--- config.mk ---
export PLATFORM = sky130hd
export DESIGN_NAME = multisum_driver_flat
export DESIGN_NICKNAME = d
export VERILOG_FILES = /design/src/rtl/multisum_driver_if.sv /design/src/rtl/multisum_driver.sv /design/src/flat_wrapper.sv
export SDC_FILE = /design/constraint.sdc
export NUM_CORES = 1
export LEC_CHECK = 0
export CAP_MARGIN = 0
export CORE_ASPECT_RATIO = 0.6
export CORE_UTILIZATION = 47
export DETAILED_ROUTE_END_ITERATION = 7
export PLACE_DENSITY = 0.79
export SETUP_SLACK_MARGIN = 0.1
export SKIP_CTS_REPAIR_TIMING = 1
export SLEW_MARGIN = 25
export SYNTH_ARGS = -nofsm -noshare
export SYNTH_HDL_FRONTEND = slang
export SYNTH_SLANG_ARGS = --single-unit
--- constraint.sdc ---
create_clock -name clk -period 3.54 [get_ports clk]
set_input_delay 0.531 -clock clk [delete_from_list [all_inputs] [get_ports clk]]
set_output_delay 0.531 -clock clk [all_outputs]
set_load 0.1 [all_outputs]
--- src/rtl/multisum_driver_if.sv ---
// rtl/multisum_driver_if.sv - operand, MultiSum and result signals between the driver and its neighbours
interface multisum_driver_if;
  logic [31:0] in_data;
  logic        in_valid;
  logic        in_ready;
  logic [31:0] ms_in0;
  logic [31:0] ms_in1;
  logic [31:0] ms_in2;
  logic [31:0] ms_in3;
  logic        ms_start;
  logic [31:0] ms_sum;
  logic        ms_done;
  logic [31:0] out_sum;
  logic        out_valid;
  logic        out_ready;
  logic        err;
  logic        busy;

  modport master (
    input  in_data, in_valid, ms_sum, ms_done, out_ready,
    output in_ready, ms_in0, ms_in1, ms_in2, ms_in3, ms_start,
    output out_sum, out_valid, err, busy
  );

  modport slave (
    output in_data, in_valid, ms_sum, ms_done, out_ready,
    input  in_ready, ms_in0, ms_in1, ms_in2, ms_in3, ms_start,
    input  out_sum, out_valid, err, busy
  );
endinterface

--- src/rtl/multisum_driver.sv ---
// rtl/multisum_driver.sv - MultiSum initiator: gathers 4-operand groups, sequences the adder,
// accumulates GROUPS partial sums and hands the result downstream
module multisum_driver #(
  parameter int GROUPS  = 2,
  parameter int TIMEOUT = 64
) (
  input  logic               clk,
  input  logic               reset,
  multisum_driver_if.master  bus
);
  typedef enum logic [1:0] {
    ST_LOAD,
    ST_START,
    ST_WAIT,
    ST_OUT
  } state_t;

  state_t      state_q, state_d;
  logic [1:0]  idx_q, idx_d;
  logic [31:0] slot_q [4];
  logic [31:0] slot_d [4];
  logic [7:0]  grp_q, grp_d;
  logic [31:0] acc_q, acc_d;
  logic [15:0] tcnt_q, tcnt_d;
  logic        err_q, err_d;
  logic        done_q;
  logic        run_q;

  logic in_fire;
  logic out_fire;
  logic done_evt;
  logic tmo_hit;
  logic last_grp;

  assign in_fire  = bus.in_valid && bus.in_ready;
  assign out_fire = bus.out_valid && bus.out_ready;
  // Only a rising edge counts: a level left high by the previous operation is stale.
  assign done_evt = bus.ms_done && !done_q;
  assign tmo_hit  = (tcnt_q == 16'(TIMEOUT - 1));
  assign last_grp = (({1'b0, grp_q} + 9'd1) == 9'(GROUPS));

  always_comb begin
    state_d = state_q;
    idx_d   = idx_q;
    slot_d  = slot_q;
    grp_d   = grp_q;
    acc_d   = acc_q;
    tcnt_d  = tcnt_q;
    err_d   = err_q;
    case (state_q)
      ST_LOAD: begin
        if (in_fire) begin
          slot_d[idx_q] = bus.in_data;
          idx_d         = idx_q + 2'd1;
          if (idx_q == 2'd3) begin
            state_d = ST_START;
          end
        end
      end
      ST_START: begin
        tcnt_d  = '0;
        state_d = ST_WAIT;
      end
      ST_WAIT: begin
        tcnt_d = tcnt_q + 16'd1;
        // A done event in the timeout cycle wins over the timeout.
        if (done_evt) begin
          acc_d   = acc_q + bus.ms_sum;
          grp_d   = grp_q + 8'd1;
          state_d = last_grp ? ST_OUT : ST_LOAD;
        end else if (tmo_hit) begin
          err_d   = 1'b1;
          state_d = ST_OUT;
        end
      end
      ST_OUT: begin
        if (out_fire) begin
          acc_d   = '0;
          grp_d   = '0;
          state_d = ST_LOAD;
        end
      end
      default: begin
        state_d = ST_LOAD;
      end
    endcase
  end

  always_ff @(posedge clk or negedge reset) begin
    if (!reset) begin
      state_q <= ST_LOAD;
      idx_q   <= '0;
      for (int k = 0; k < 4; k++) begin
        slot_q[k] <= '0;
      end
      grp_q   <= '0;
      acc_q   <= '0;
      tcnt_q  <= '0;
      err_q   <= 1'b0;
      done_q  <= 1'b0;
      run_q   <= 1'b0;
    end else begin
      state_q <= state_d;
      idx_q   <= idx_d;
      slot_q  <= slot_d;
      grp_q   <= grp_d;
      acc_q   <= acc_d;
      tcnt_q  <= tcnt_d;
      err_q   <= err_d;
      done_q  <= bus.ms_done;
      run_q   <= 1'b1;
    end
  end

  // run_q keeps in_ready low while reset is asserted even though the state is LOAD.
  assign bus.in_ready  = run_q && (state_q == ST_LOAD);
  assign bus.ms_in0    = slot_q[0];
  assign bus.ms_in1    = slot_q[1];
  assign bus.ms_in2    = slot_q[2];
  assign bus.ms_in3    = slot_q[3];
  assign bus.ms_start  = (state_q == ST_START);
  assign bus.out_valid = (state_q == ST_OUT);
  assign bus.out_sum   = acc_q;
  assign bus.err       = err_q;
  assign bus.busy      = !((state_q == ST_LOAD) && (idx_q == 2'd0) && (grp_q == 8'd0));
endmodule

--- src/flat_wrapper.sv ---
// flat-port wrapper written by rule: the top's interface ports become plain ports
module multisum_driver_flat 
#(
  parameter int GROUPS  = 2,
  parameter int TIMEOUT = 64
)
  (clk, reset, bus_in_data, bus_in_valid, bus_ms_sum, bus_ms_done, bus_out_ready, bus_in_ready, bus_ms_in0, bus_ms_in1, bus_ms_in2, bus_ms_in3, bus_ms_start, bus_out_sum, bus_out_valid, bus_err, bus_busy);
  multisum_driver_if bus_i ();
  input  logic clk;
  input  logic reset;
  input wire logic [$bits(bus_i.in_data)-1:0] bus_in_data;
  input wire logic [$bits(bus_i.in_valid)-1:0] bus_in_valid;
  input wire logic [$bits(bus_i.ms_sum)-1:0] bus_ms_sum;
  input wire logic [$bits(bus_i.ms_done)-1:0] bus_ms_done;
  input wire logic [$bits(bus_i.out_ready)-1:0] bus_out_ready;
  output wire logic [$bits(bus_i.in_ready)-1:0] bus_in_ready;
  output wire logic [$bits(bus_i.ms_in0)-1:0] bus_ms_in0;
  output wire logic [$bits(bus_i.ms_in1)-1:0] bus_ms_in1;
  output wire logic [$bits(bus_i.ms_in2)-1:0] bus_ms_in2;
  output wire logic [$bits(bus_i.ms_in3)-1:0] bus_ms_in3;
  output wire logic [$bits(bus_i.ms_start)-1:0] bus_ms_start;
  output wire logic [$bits(bus_i.out_sum)-1:0] bus_out_sum;
  output wire logic [$bits(bus_i.out_valid)-1:0] bus_out_valid;
  output wire logic [$bits(bus_i.err)-1:0] bus_err;
  output wire logic [$bits(bus_i.busy)-1:0] bus_busy;
  assign bus_i.in_data = bus_in_data;
  assign bus_i.in_valid = bus_in_valid;
  assign bus_i.ms_sum = bus_ms_sum;
  assign bus_i.ms_done = bus_ms_done;
  assign bus_i.out_ready = bus_out_ready;
  assign bus_in_ready = bus_i.in_ready;
  assign bus_ms_in0 = bus_i.ms_in0;
  assign bus_ms_in1 = bus_i.ms_in1;
  assign bus_ms_in2 = bus_i.ms_in2;
  assign bus_ms_in3 = bus_i.ms_in3;
  assign bus_ms_start = bus_i.ms_start;
  assign bus_out_sum = bus_i.out_sum;
  assign bus_out_valid = bus_i.out_valid;
  assign bus_err = bus_i.err;
  assign bus_busy = bus_i.busy;
  multisum_driver #(.GROUPS(GROUPS), .TIMEOUT(TIMEOUT)) u_core (.clk(clk), .reset(reset), .bus(bus_i));
endmodule
* Yosys cells after proc, flatten, opt, wreduce, memory -nomap -nowiden *
Index checks and enable logic that the tools add are counted.

storage, ports and cells
  register bits = 191
  bits of input ports = 69
  output and inout bits = 165
  logic and storage cells = 67

operators by class
  $add $sub $neg = 5
  order comparisons = 2
  equal/unequal tests = 11
  muxes and demuxes = 17
  bitwise operators = 2
  reductions and logical operators = 18

operators with widths
  operator                                              number
  bitwise mux 128 bit                                   1
  two-way mux 32 bit                                    3
  demux 32 bit (select 2 bit)                           1
  case mux 32 bit (2 select lines)                      1
  adder 32 bit                                          1
  case mux 16 bit (2 select lines)                      1
  adder 16 x 1 -> 16 bit, second input constant         1
  equality test 16 x 6 -> 1 bit, second input constant  1
  two-way mux 8 bit                                     2
  case mux 8 bit (2 select lines)                       1
  two-way mux 2 bit                                     6
  adder 8 x 1 -> 9 bit, second input constant           1
  equality test 9 x 2 -> 1 bit, second input constant   1
  adder 8 x 1 -> 8 bit, second input constant           1
  logical NOT 8 bit                                     1
  case mux 2 bit (4 select lines)                       1
  logical AND 1 bit                                     7
  equality test 2 bit, second input constant            3
  != test 2 x 1 -> 1 bit, second input constant         3
  AND reduction 3 bit                                   2
  logical NOT 2 bit                                     2
  AND reduction 4 bit                                   1
  nonzero test 2 bit                                    2
  >= comparator 3 bit, second input constant            1
  other kinds (9)                                       10

* Depth between registers and ports, before layout *
Gate-level depths: netlist (run 1).

  depth after elaboration = 6
  gate-level depth with buffers = 11
  gate-level depth less buffers = 11

* Worst setup path before layout (run 1) *
No wires, ideal clock.

  kind = reg2reg
  start = register u_core.acc_q[9], in the netlist u_core.bus.out_sum[9]
  end = register u_core.acc_q[31], in the netlist u_core.bus.out_sum[31]
  setup time = 0.126 ns
  arrival time = 3.159 ns
  required time = 3.414 ns
  setup slack = 0.255 ns
  stages on the path, launching flop included = 10
  buffers on the path = 1
  period minus slack after synthesis = 3.285 ns
  cells stage by stage = dfrtp_1 ha_1 clkbuf_1 and4_2 a311o_1 a2bb2oi_1 nand4b_1 a31oi_1 mux2_2 a221o_1

on the way
  cells in the longest elaborated chain, start to end = 3

ends and longest elaborated chain
  what                              RTL line                text
  start: declaration                multisum_driver.sv:23   logic [31:0] acc_q, acc_d;
  start signal: assignment          multisum_driver.sv:97   acc_q <= '0;
  start signal: assignment          multisum_driver.sv:107  acc_q <= acc_d;
  adder 32 bit                      multisum_driver.sv:68   acc_d = acc_q + bus.ms_sum;
  two-way mux 32 bit                multisum_driver.sv:67   if (done_evt) begin
  case mux 32 bit (2 select lines)  multisum_driver.sv:50   case (state_q)

Every way passes these cells. The select of a mux whose other input is x is not followed.
A chain may end at the register's enable or synchronous reset.

* Final worst setup path (run 1) *
  start = input port bus_ms_sum[1]
  end = register u_core.acc_q[31], in the netlist u_core.bus.out_sum[31]

on the way
  cells in the longest elaborated chain, start to end = 3

ends and longest elaborated chain
  what                              RTL line               text
  start: declaration                flat_wrapper.sv:13     input wire logic [$bits(bus_i.ms_sum)-1:0] bus_ms_sum;
  adder 32 bit                      multisum_driver.sv:68
  two-way mux 32 bit                multisum_driver.sv:67
  case mux 32 bit (2 select lines)  multisum_driver.sv:50

Every way passes these cells. The select of a mux whose other input is x is not followed.

==> metrics.md, run 1 <==
| Metric | Value |
|---|---|
| Max_slew headroom | `31.6%` |
| Status | `completed` |
| Fmax | `327 MHz` |
| Final hold violation count | `0` |
| Ant diodes | `0` |
| Die area | `roughly 0.02 sq mm` |
| Mux share of post-synthesis cell area | `15.8%` |
| Synth Flop Type | `dfrtp_1` |
| Seq/Total Area, Yosys | `51.9%` |
| Cell Count, Final, Fillers Out | `1,302` |
| Nature of the critical path endpoint | `flop` |
| I/O Buffers | `233` |
| Initial antenna violation count | `1` |
| Post-route cell area | `around 0.012 sq mm` |
| Crit-path cells | `clkdlybuf4s50_1 > ha_1 > a211oi_1 > o211ai_1 > a311o_1 > a2bb2oi_1 > nand4b_1 > a31oi_1 > mux2_2 > a221o_1` |
| CTS H-tree depth | `4` |
| RSZ-0062 raised after global routing | `false` |
| Sink Count | `191` |
| Reg clk slew, reported paths | `around 0.070 ns` |
| Critical path's largest stage delay | `~0.42 ns` |
| DRC violations left | `0` |
| RR Startpoint | `u_core.bus.out_sum[12]` |
| Drt first-iter violations | `479` |
| Total core area | `approximately 0.019 sq mm` |
| Total Routing Usage GR | `24.9%` |
| GPL Wtd Cong | `0.931` |
| Setup TNS | `0 ns` |
| Grt total ovfl | `0` |
| Largest family of logic cells by synthesized area | `multiplexers` |
| Max-cap violations | `0` |
| Final slew viol count | `0` |
| CTS tree | `yes` |
| Count of flip-flops with a built-in enable after synthesis | `0` |
| Antenna-violating nets left | `0` |
| Synth top area share | `about 52%` |
| CTS Buf Count | `17` |
| Hold crit path type | `input pin to asynchronous set/reset pin` |
| Row count | `39` |
| Core Util, Final | `between 60% and 70%` |
| Vias in the first global route | `7,136` |
| Post-Syn Area | `0.00921 sq mm` |
| Cell count after synthesis | `787` |
| Top cells by count, synth | `191 x dfrtp_1, 129 x mux2_2, 64 x nand2_1` |
| Post-DP HPWL | `16,800 um` |
| CTS Buffer Depth | `2` |
| Layout cells sized above 1 | `19.0%` |
| Leading area contributor after synthesis | `dfrtp_1` |
| Asr flop ratio synth | `100%` |
| Boundary Pins | `234` |
| First-pass GRT wire length | `around 39,000 um` |
| Min cycle time layout | `3.06 ns` |
| Die width | `183 um` |
| Fraction of the mapped netlist area in simple logic gates | `8.37%` |
| Largest net degree at the start of global routing | `98` |
| Critical Path RT | `3.86 ns` |
| Synth-to-Final Area Change | `35.6%` |
| Count leader, synth | `dfrtp_1` |
| CP arrival | `between 3 and 4 ns` |
| CP Launch Type | `input pin` |
| Clk_skew | `around 0.013 ns` |
| Slew @ Worst Pin | `between 1 and 1.5 ns` |
| Synth cell types | `61` |
| Via count | `7,038` |
| Die height | `approximately 110 um` |
| Critical path origin | `bus_ms_sum[1]` |
| Synth warn | `0` |
| Critical path peak fanout | `4` |
| Placed Area | `0.0119 sq mm` |
| Final setup viols | `0` |
| Synthesis-stage register bit count | `191` |
| Syn nets | `900` |
| Inst Count DP | `1,270` |
| Crit-path slowest cell | `clkdlybuf4s50_1` |
| Starting density of the core | `roughly half` |
| Post-synthesis compound-gate area fraction | `12.3%` |
| Ranking of synthesized cells by area | `dfrtp_1 52%, mux2_2 16%, ha_1 5.8%, o21ai_0 3.3%, nand2_1 2.6%` |
| Vias/cell | `5.41` |
| CP Class | `input pin to flop` |
| CTS Root Cell | `clkbuf_16` |
| WL per Instance | `18.1 um` |
| First-pass iteration count of the detailed router | `5` |
| Synth Area in Adders | `6.06%` |
| Average cell area after synthesis | `11.7 sq um` |
| Nets | `1,136` |
| Worst-Skew Late Latency | `0.44 ns` |
| Synth Area in XOR/XNOR | `3.23%` |
| Crit share post-route | `86.3%` |
| Routed WL | `23,500 um` |
==> logic make-up (layout without fill, tap and decap cells) <==
family / Yosys count / in the layout
DFF: 191 / 191
AOI/OAI and AO/OA: 173 / 173
and+or+nand+nor: 160 / 160
muxes: 129 / 129
buffers and inverters: 55 / 304
adders and majority gates: 44 / 44
xor gates and xnor gates: 34 / 34
other: 1 / 1
==> state kept, by name, indices dropped and copies added (netlist names), 8 cells and up <==
name	flops
u_core.grp_q	8
u_core.bus.out_sum	32
u_core.bus.ms_in0	32
u_core.bus.ms_in1	32
u_core.tcnt_q	16
u_core.bus.ms_in3	32
u_core.bus.ms_in2	32
==> metrics by stage <==
step                worst slack (ns)  hold slack [ns]
floorplan                      0.255            0.235
global placement               0.124            0.485
detailed placement            0.0395            0.491
CTS                            0.516            0.207
global route                   0.264            0.224
finish                         0.483            0.139
==> final timing paths <==
kind | endpoint | slack, ns | cells after the start
max in group asynchronous | u_core.bus.ms_in2[7] | 2.52 | 2
worst min register to register | u_core.bus.ms_in3[28] | 0.50 | 1
worst max-delay path | u_core.bus.out_sum[31] | 0.48 | 10
worst max register to register | u_core.bus.out_sum[31] | 0.56 | 9
worst min-delay path | u_core.bus.out_sum[7] | 0.14 | 1
min in group clk | u_core.bus.ms_in3[28] | 0.50 | 1
==> worst max-delay path, delay by kind of cell <==
kind,cells,cell delay (ns)
mux,1,0.37
compound gates,6,1.61
fa+ha+maj,1,0.30
simple gates,1,0.14
buf+inv,1,0.42
==> final cells by class <==
cell class                      count  area [sq um]
Clock buffer                       20           447
Clock inverter                     12           134
Fill cell                        1475          6600
Inverter                           21          78.8
Multi-Input combinational cell    541          4230
Sequential cell                   191          4780
Tap cell                          266           333
Timing Repair Buffer              251          2490
==> layout by cell type, fill, tap and decap left out, drive strengths merged, types with 5 or more instances in the layout <==
cell,instances
nor3,7
clkdlybuf4s50,228
or3,5
nand3,17
a21o,17
a21oi,35
clkbuf,21
mux2,129
dfrtp,191
ha,43
nand2,64
inv,24
o21ai,67
and3,7
nor2,25
a31oi,8
buf,22
nand4,8
xor2,27
xnor2,7
clkinv,5
==> per-layer routing <==
| metal | wire, um | global-route usage, % | vias up | part of all wire, % |
|---|---|---|---|---|
| met5 | 0 | 0 | - | 0 |
| met4 | 279 | 6.39 | 0 | 1.2 |
| met3 | 2030 | 8.74 | 23 | 8.6 |
| met2 | 9770 | 34.5 | 222 | 42 |
| met1 | 11400 | 36.9 | 3469 | 49 |
| li1 | - | - | 3324 | - |
Power of run 1 is not shown: default switching activity piles up to over one toggle a cycle in this logic, so the estimate is an artifact.
==> run 2, diff against run 1 <==
--- a/config.mk
+++ b/config.mk
@@ -9,6 +9,7 @@
 export CORE_ASPECT_RATIO = 0.6
 export CORE_UTILIZATION = 47
 export DETAILED_ROUTE_END_ITERATION = 7
+export MAX_ROUTING_LAYER = met4
 export PLACE_DENSITY = 0.79
 export SETUP_SLACK_MARGIN = 0.1
 export SKIP_CTS_REPAIR_TIMING = 1
==> metrics.md, run 2 (synthesis gave the netlist of run 1 again) <==
| Metric | Value |
|---|---|
| Sink Count | `191 (unchanged)` |
| Most common cell after layout, fill and taps aside | `clkdlybuf4s50_1 (unchanged)` |
| Nature of the critical path endpoint | `flop (unchanged)` |
| Critical Path RT | `3.86 ns (about the same)` |
| Critical path peak fanout | `4 (unchanged)` |
| Drt first-iter violations | `475 (was 479)` |
| Layout cells sized above 1 | `19.0% (unchanged)` |
| RSZ-0062 raised after global routing | `false (unchanged)` |
| Max_slew headroom | `31.5% (was 31.6%)` |
| Synth-to-Final Area Change | `35.6% (about the same)` |
| Nets | `1,136 (unchanged)` |
| Setup TNS | `0 ns (unchanged)` |
| First-pass iteration count of the detailed router | `4 (was 5)` |
| CTS tree | `yes (unchanged)` |
| Final hold violation count | `0 (unchanged)` |
| First-pass GRT wire length | `39,100 um (was 39,000 um)` |
| Hold crit path type | `input pin to asynchronous set/reset pin (unchanged)` |
| Crit share post-route | `86.6% (was 86.3%)` |
| Worst-Skew Late Latency | `0.44 ns (about the same)` |
| Initial antenna violation count | `1 (unchanged)` |
| CP arrival | `3.39 ns (was 3.38 ns)` |
| Max-cap violations | `0 (unchanged)` |
| CP Launch Type | `input pin (unchanged)` |
| DRC violations left | `0 (unchanged)` |
| Total core area | `0.0191 sq mm (unchanged)` |
| CP Class | `input pin to flop (unchanged)` |
| Status | `completed (unchanged)` |
| Min cycle time layout | `3.07 ns (was 3.06 ns)` |
| Antenna-violating nets left | `0 (unchanged)` |
| Clk_skew | `0.0150 ns (was 0.0133 ns)` |
| Fmax | `326 MHz (was 327 MHz)` |
| CTS Buf Count | `17 (unchanged)` |
| Die height | `110 um (unchanged)` |
| CTS H-tree depth | `4 (unchanged)` |
| Final slew viol count | `0 (unchanged)` |
| Die width | `183 um (unchanged)` |
| Final setup viols | `0 (unchanged)` |
| Starting density of the core | `48.3% (unchanged)` |
| Routed WL | `23,600 um (was 23,500 um)` |
| Vias/cell | `5.41 (about the same)` |
| Boundary Pins | `234 (unchanged)` |
| Grt total ovfl | `0 (unchanged)` |
| Via count | `7,046 (was 7,038)` |
| Fillers | `1,476 (was 1,475)` |
| Reg clk slew, reported paths | `0.07 ns (about the same)` |
| RR Startpoint | `u_core.bus.out_sum[1] (was u_core.bus.out_sum[12])` |
| Critical path origin | `bus_ms_sum[1] (unchanged)` |
| Row count | `39 (unchanged)` |
| GPL Wtd Cong | `0.947 (was 0.931)` |
| Total Routing Usage GR | `25.7% (was 24.9%)` |
| CTS Root Cell | `clkbuf_16 (unchanged)` |
| WL per Instance | `18.1 um (about the same)` |
| Largest net degree at the start of global routing | `98 (unchanged)` |
| Slew @ Worst Pin | `1.02 ns (about the same)` |
| CTS Buffer Depth | `2 (unchanged)` |
| Die area | `0.0202 sq mm (unchanged)` |
| I/O Buffers | `233 (unchanged)` |
| Post-DP HPWL | `16,800 um (unchanged)` |
| Vias in the first global route | `7,143 (was 7,136)` |
| Most frequent cells in the layout | `228 x clkdlybuf4s50_1, 191 x dfrtp_1, 129 x mux2_2, 60 x o21ai_0, 60 x nand2_1 (unchanged)` |
run 2: cell types whose count changed in the layout (fill, tap and decap cells not counted):
cell | previous run | this run
diode_2 | 0 | 1
run 2: worst max-delay path: stages:
cell             delay (ns)
clkdlybuf4s50_1        0.42
ha_1                   0.30
a211oi_1               0.31
o211ai_1               0.15
a311o_1                0.37
a2bb2oi_1              0.22
nand4b_1               0.14
a31oi_1                0.31
mux2_2                 0.37
a221o_1                0.25
run 2: metrics by stage:
stage	worst slack, ns	instance area, sq um	utilization, %	hold WS, ns	instances
finish	0.473	12500	65.4	0.143	1303
global route	0.262	12500	65.4	0.225	1303
CTS	0.516	12500	65.4	0.207	1302
detailed placement	0.0395	11900	62.4	0.491	1270
global placement	0.124	11900	62.4	0.485	1270
floorplan	0.255	9210	-	0.235	787
run 2: worst paths after layout:
check	end	slack, ns	depth (start not counted)
min	u_core.bus.out_sum[7]	0.14	1
max reg2reg	u_core.bus.out_sum[31]	0.55	9
max	u_core.bus.out_sum[31]	0.47	10
min reg2reg	u_core.bus.ms_in3[28]	0.50	1
max in group asynchronous	u_core.bus.ms_in2[7]	2.51	2
min in group clk	u_core.bus.ms_in3[28]	0.50	1
run 2: final cells by class:
cell class                      instances  area, sq um  share of cell area [%]
Multi-Input combinational cell        541         4230                    33.8
Clock inverter                         12          134                    1.07
Timing Repair Buffer                  251         2490                    19.9
Clock buffer                           20          447                    3.58
Antenna cell                            1         2.50                  0.0200
Tap cell                              266          333                    2.67
Inverter                               21         78.8                   0.631
Sequential cell                       191         4780                    38.3
run 2: metal layers:
metal  part of all wire (%)  track usage (%)  up-vias
li1                       -                -     3322
met1                     50             37.4     3499
met2                     42             34.5      206
met3                    6.9             7.92       19
met4                    1.1             6.55        0
met5                      0                -        -
Power of run 2 is left out for the same reason.
==> run 3, diff against run 2 <==
--- a/config.mk
+++ b/config.mk
@@ -7,7 +7,9 @@
 export LEC_CHECK = 0
 export CAP_MARGIN = 0
 export CORE_ASPECT_RATIO = 0.6
+export CORE_MARGIN = 2
 export CORE_UTILIZATION = 47
+export CTS_CLUSTER_SIZE = 8
 export DETAILED_ROUTE_END_ITERATION = 7
 export MAX_ROUTING_LAYER = met4
 export PLACE_DENSITY = 0.79
==> metrics.md, run 3 (synthesis gave the netlist of run 1 again) <==
| Metric | Value |
|---|---|
| Status | `completed (unchanged)` |
| First-pass GRT wire length | `38,800 um (was 39,100 um)` |
| Layout cells sized above 1 | `19.1% (was 19.0%)` |
| Final slew viol count | `0 (unchanged)` |
| Largest net degree at the start of global routing | `81 (was 98)` |
| Drt first-iter violations | `472 (was 475)` |
| CTS Buffer Depth | `2 (unchanged)` |
| Worst setup margin | `0.387 ns (was 0.473 ns)` |
| GPL Wtd Cong | `0.895 (was 0.947)` |
| Via count | `7,074 (was 7,046)` |
| Routed WL | `24,300 um (was 23,600 um)` |
| Reg-to-reg endpoint | `u_core.bus.out_sum[31] (unchanged)` |
| Ant diodes | `0 (was 1)` |
| Most common cell after layout, fill and taps aside | `clkdlybuf4s50_1 (unchanged)` |
| Post-DP HPWL | `17,300 um (was 16,800 um)` |
| CTS H-tree depth | `4 (unchanged)` |
| Die height | `112 um (was 110 um)` |
| Nature of the critical path endpoint | `flop (unchanged)` |
| RR Startpoint | `u_core.bus.out_sum[8] (was u_core.bus.out_sum[1])` |
| Min cycle time layout | `3.15 ns (was 3.07 ns)` |
| Final setup viols | `0 (unchanged)` |
| Die width | `185 um (was 183 um)` |
| Setup TNS | `0 ns (unchanged)` |
| CTS tree | `yes (unchanged)` |
| Nets | `1,136 (unchanged)` |
| Initial antenna violation count | `0 (was 1)` |
| Total core area | `0.0191 sq mm (about the same)` |
| Final hold violation count | `0 (unchanged)` |
| CTS Root Cell | `clkbuf_16 (unchanged)` |
| CP Launch Type | `input pin (unchanged)` |
| DRC violations left | `0 (unchanged)` |
| I/O Buffers | `233 (unchanged)` |
| Row count | `39 (unchanged)` |
| Total Routing Usage GR | `25.1% (was 25.7%)` |
| Vias in the first global route | `7,127 (was 7,143)` |
| Most frequent cells in the layout | `228 x clkdlybuf4s50_1, 191 x dfrtp_1, 129 x mux2_2, 61 x nand2_1, 60 x o21ai_0 (was 228 x clkdlybuf4s50_1, 191 x dfrtp_1, 129 x mux2_2, 60 x o21ai_0, 60 x nand2_1)` |
| Grt total ovfl | `0 (unchanged)` |
| CTS Buf Count | `17 (unchanged)` |
| Post-Place Setup Slack | `-0.0588 ns (was 0.0395 ns)` |
| Antenna-violating nets left | `0 (unchanged)` |
| CP Class | `input pin to flop (unchanged)` |
| Sink Count | `191 (unchanged)` |
| FF-to-FF setup slack | `0.45 ns (was 0.55 ns)` |
| Post-route cell area | `0.0125 sq mm (about the same)` |
| Vias/cell | `5.43 (was 5.41)` |
| Reg2Reg Depth | `9 (unchanged)` |
| Worst-Skew Late Latency | `0.45 ns (was 0.44 ns)` |
| Core Util, Final | `65.4% (about the same)` |
| Synth-to-Final Area Change | `35.9% (was 35.6%)` |
| Max_slew headroom | `30.2% (was 31.5%)` |
| Reg clk slew, reported paths | `0.07 ns (about the same)` |
| Crit share post-route | `89.1% (was 86.6%)` |
| WL per Instance | `18.6 um (was 18.1 um)` |
| Slew @ Worst Pin | `1.04 ns (was 1.02 ns)` |
| Critical path peak fanout | `4 (unchanged)` |
| Die area | `0.0208 sq mm (was 0.0202 sq mm)` |
| Boundary Pins | `234 (unchanged)` |
| RSZ-0062 raised after global routing | `false (unchanged)` |
| Fmax | `317 MHz (was 326 MHz)` |
| Starting density of the core | `48.1% (was 48.3%)` |
| Critical Path RT | `3.87 ns (was 3.86 ns)` |
| Max-cap violations | `0 (unchanged)` |
| Hold crit path type | `input pin to asynchronous set/reset pin (unchanged)` |
| Clk_skew | `0.00954 ns (was 0.0150 ns)` |
| First-pass iteration count of the detailed router | `4 (unchanged)` |
| Placed Area | `0.0119 sq mm (about the same)` |
| CP arrival | `3.49 ns (was 3.39 ns)` |
run 3: cell count changes in the layout (fill, tap and decap cells not counted), sizes merged:
cell	previous run	this run
bufinv	2	3
clkinvlp	2	3
clkbuf	21	18
diode	1	0
inv	24	25
run 3: critical path: stages:
cell and delay (ns):
clkdlybuf4s50_1 0.43, ha_1 0.30, a211oi_1 0.28, o211ai_1 0.16
a311o_1 0.38, a2bb2oi_1 0.26, nand4b_1 0.17, a31oi_1 0.34
mux2_2 0.38, a221o_1 0.25
run 3: routing by layer:
metal | global-route usage, % | share of wire, %
met1 | 35.3 | 48
met2 | 35.6 | 43
met3 | 7.85 | 8.2
met4 | 5.61 | 1.1
met5 | - | 0
run 3: worst max path at each step:
stage / from / endpoint / slack, ns / depth (start not counted)
floorplan: u_core.bus.out_sum[9] / u_core.bus.out_sum[31] / 0.25 / 9
global placement: bus_ms_sum[1] / u_core.bus.out_sum[31] / 0.10 / 10
detailed placement: bus_ms_sum[1] / u_core.bus.out_sum[31] / -0.06 / 10
CTS: bus_ms_sum[1] / u_core.bus.out_sum[31] / 0.42 / 10
global route: bus_ms_sum[1] / u_core.bus.out_sum[31] / 0.25 / 10
finish: bus_ms_sum[1] / u_core.bus.out_sum[31] / 0.39 / 10
run 3: through the flow:
step | hold slack [ns] | cells
after global routing | 0.133 | 1302
after global placement | 0.462 | 1270
after floorplan | 0.235 | 787
final | 0.0775 | 1302
after CTS | 0.124 | 1302
after detailed placement | 0.460 | 1270
run 3: layout make-up:
type | count | area (sq um)
Clock buffer | 17 | 425
Clock inverter | 15 | 184
Fill cell | 1504 | 6620
Inverter | 21 | 78.8
Multi-Input combinational cell | 541 | 4220
Sequential cell | 191 | 4780
Tap cell | 266 | 333
Timing Repair Buffer | 251 | 2490
Power of run 3 is left out for the same reason.
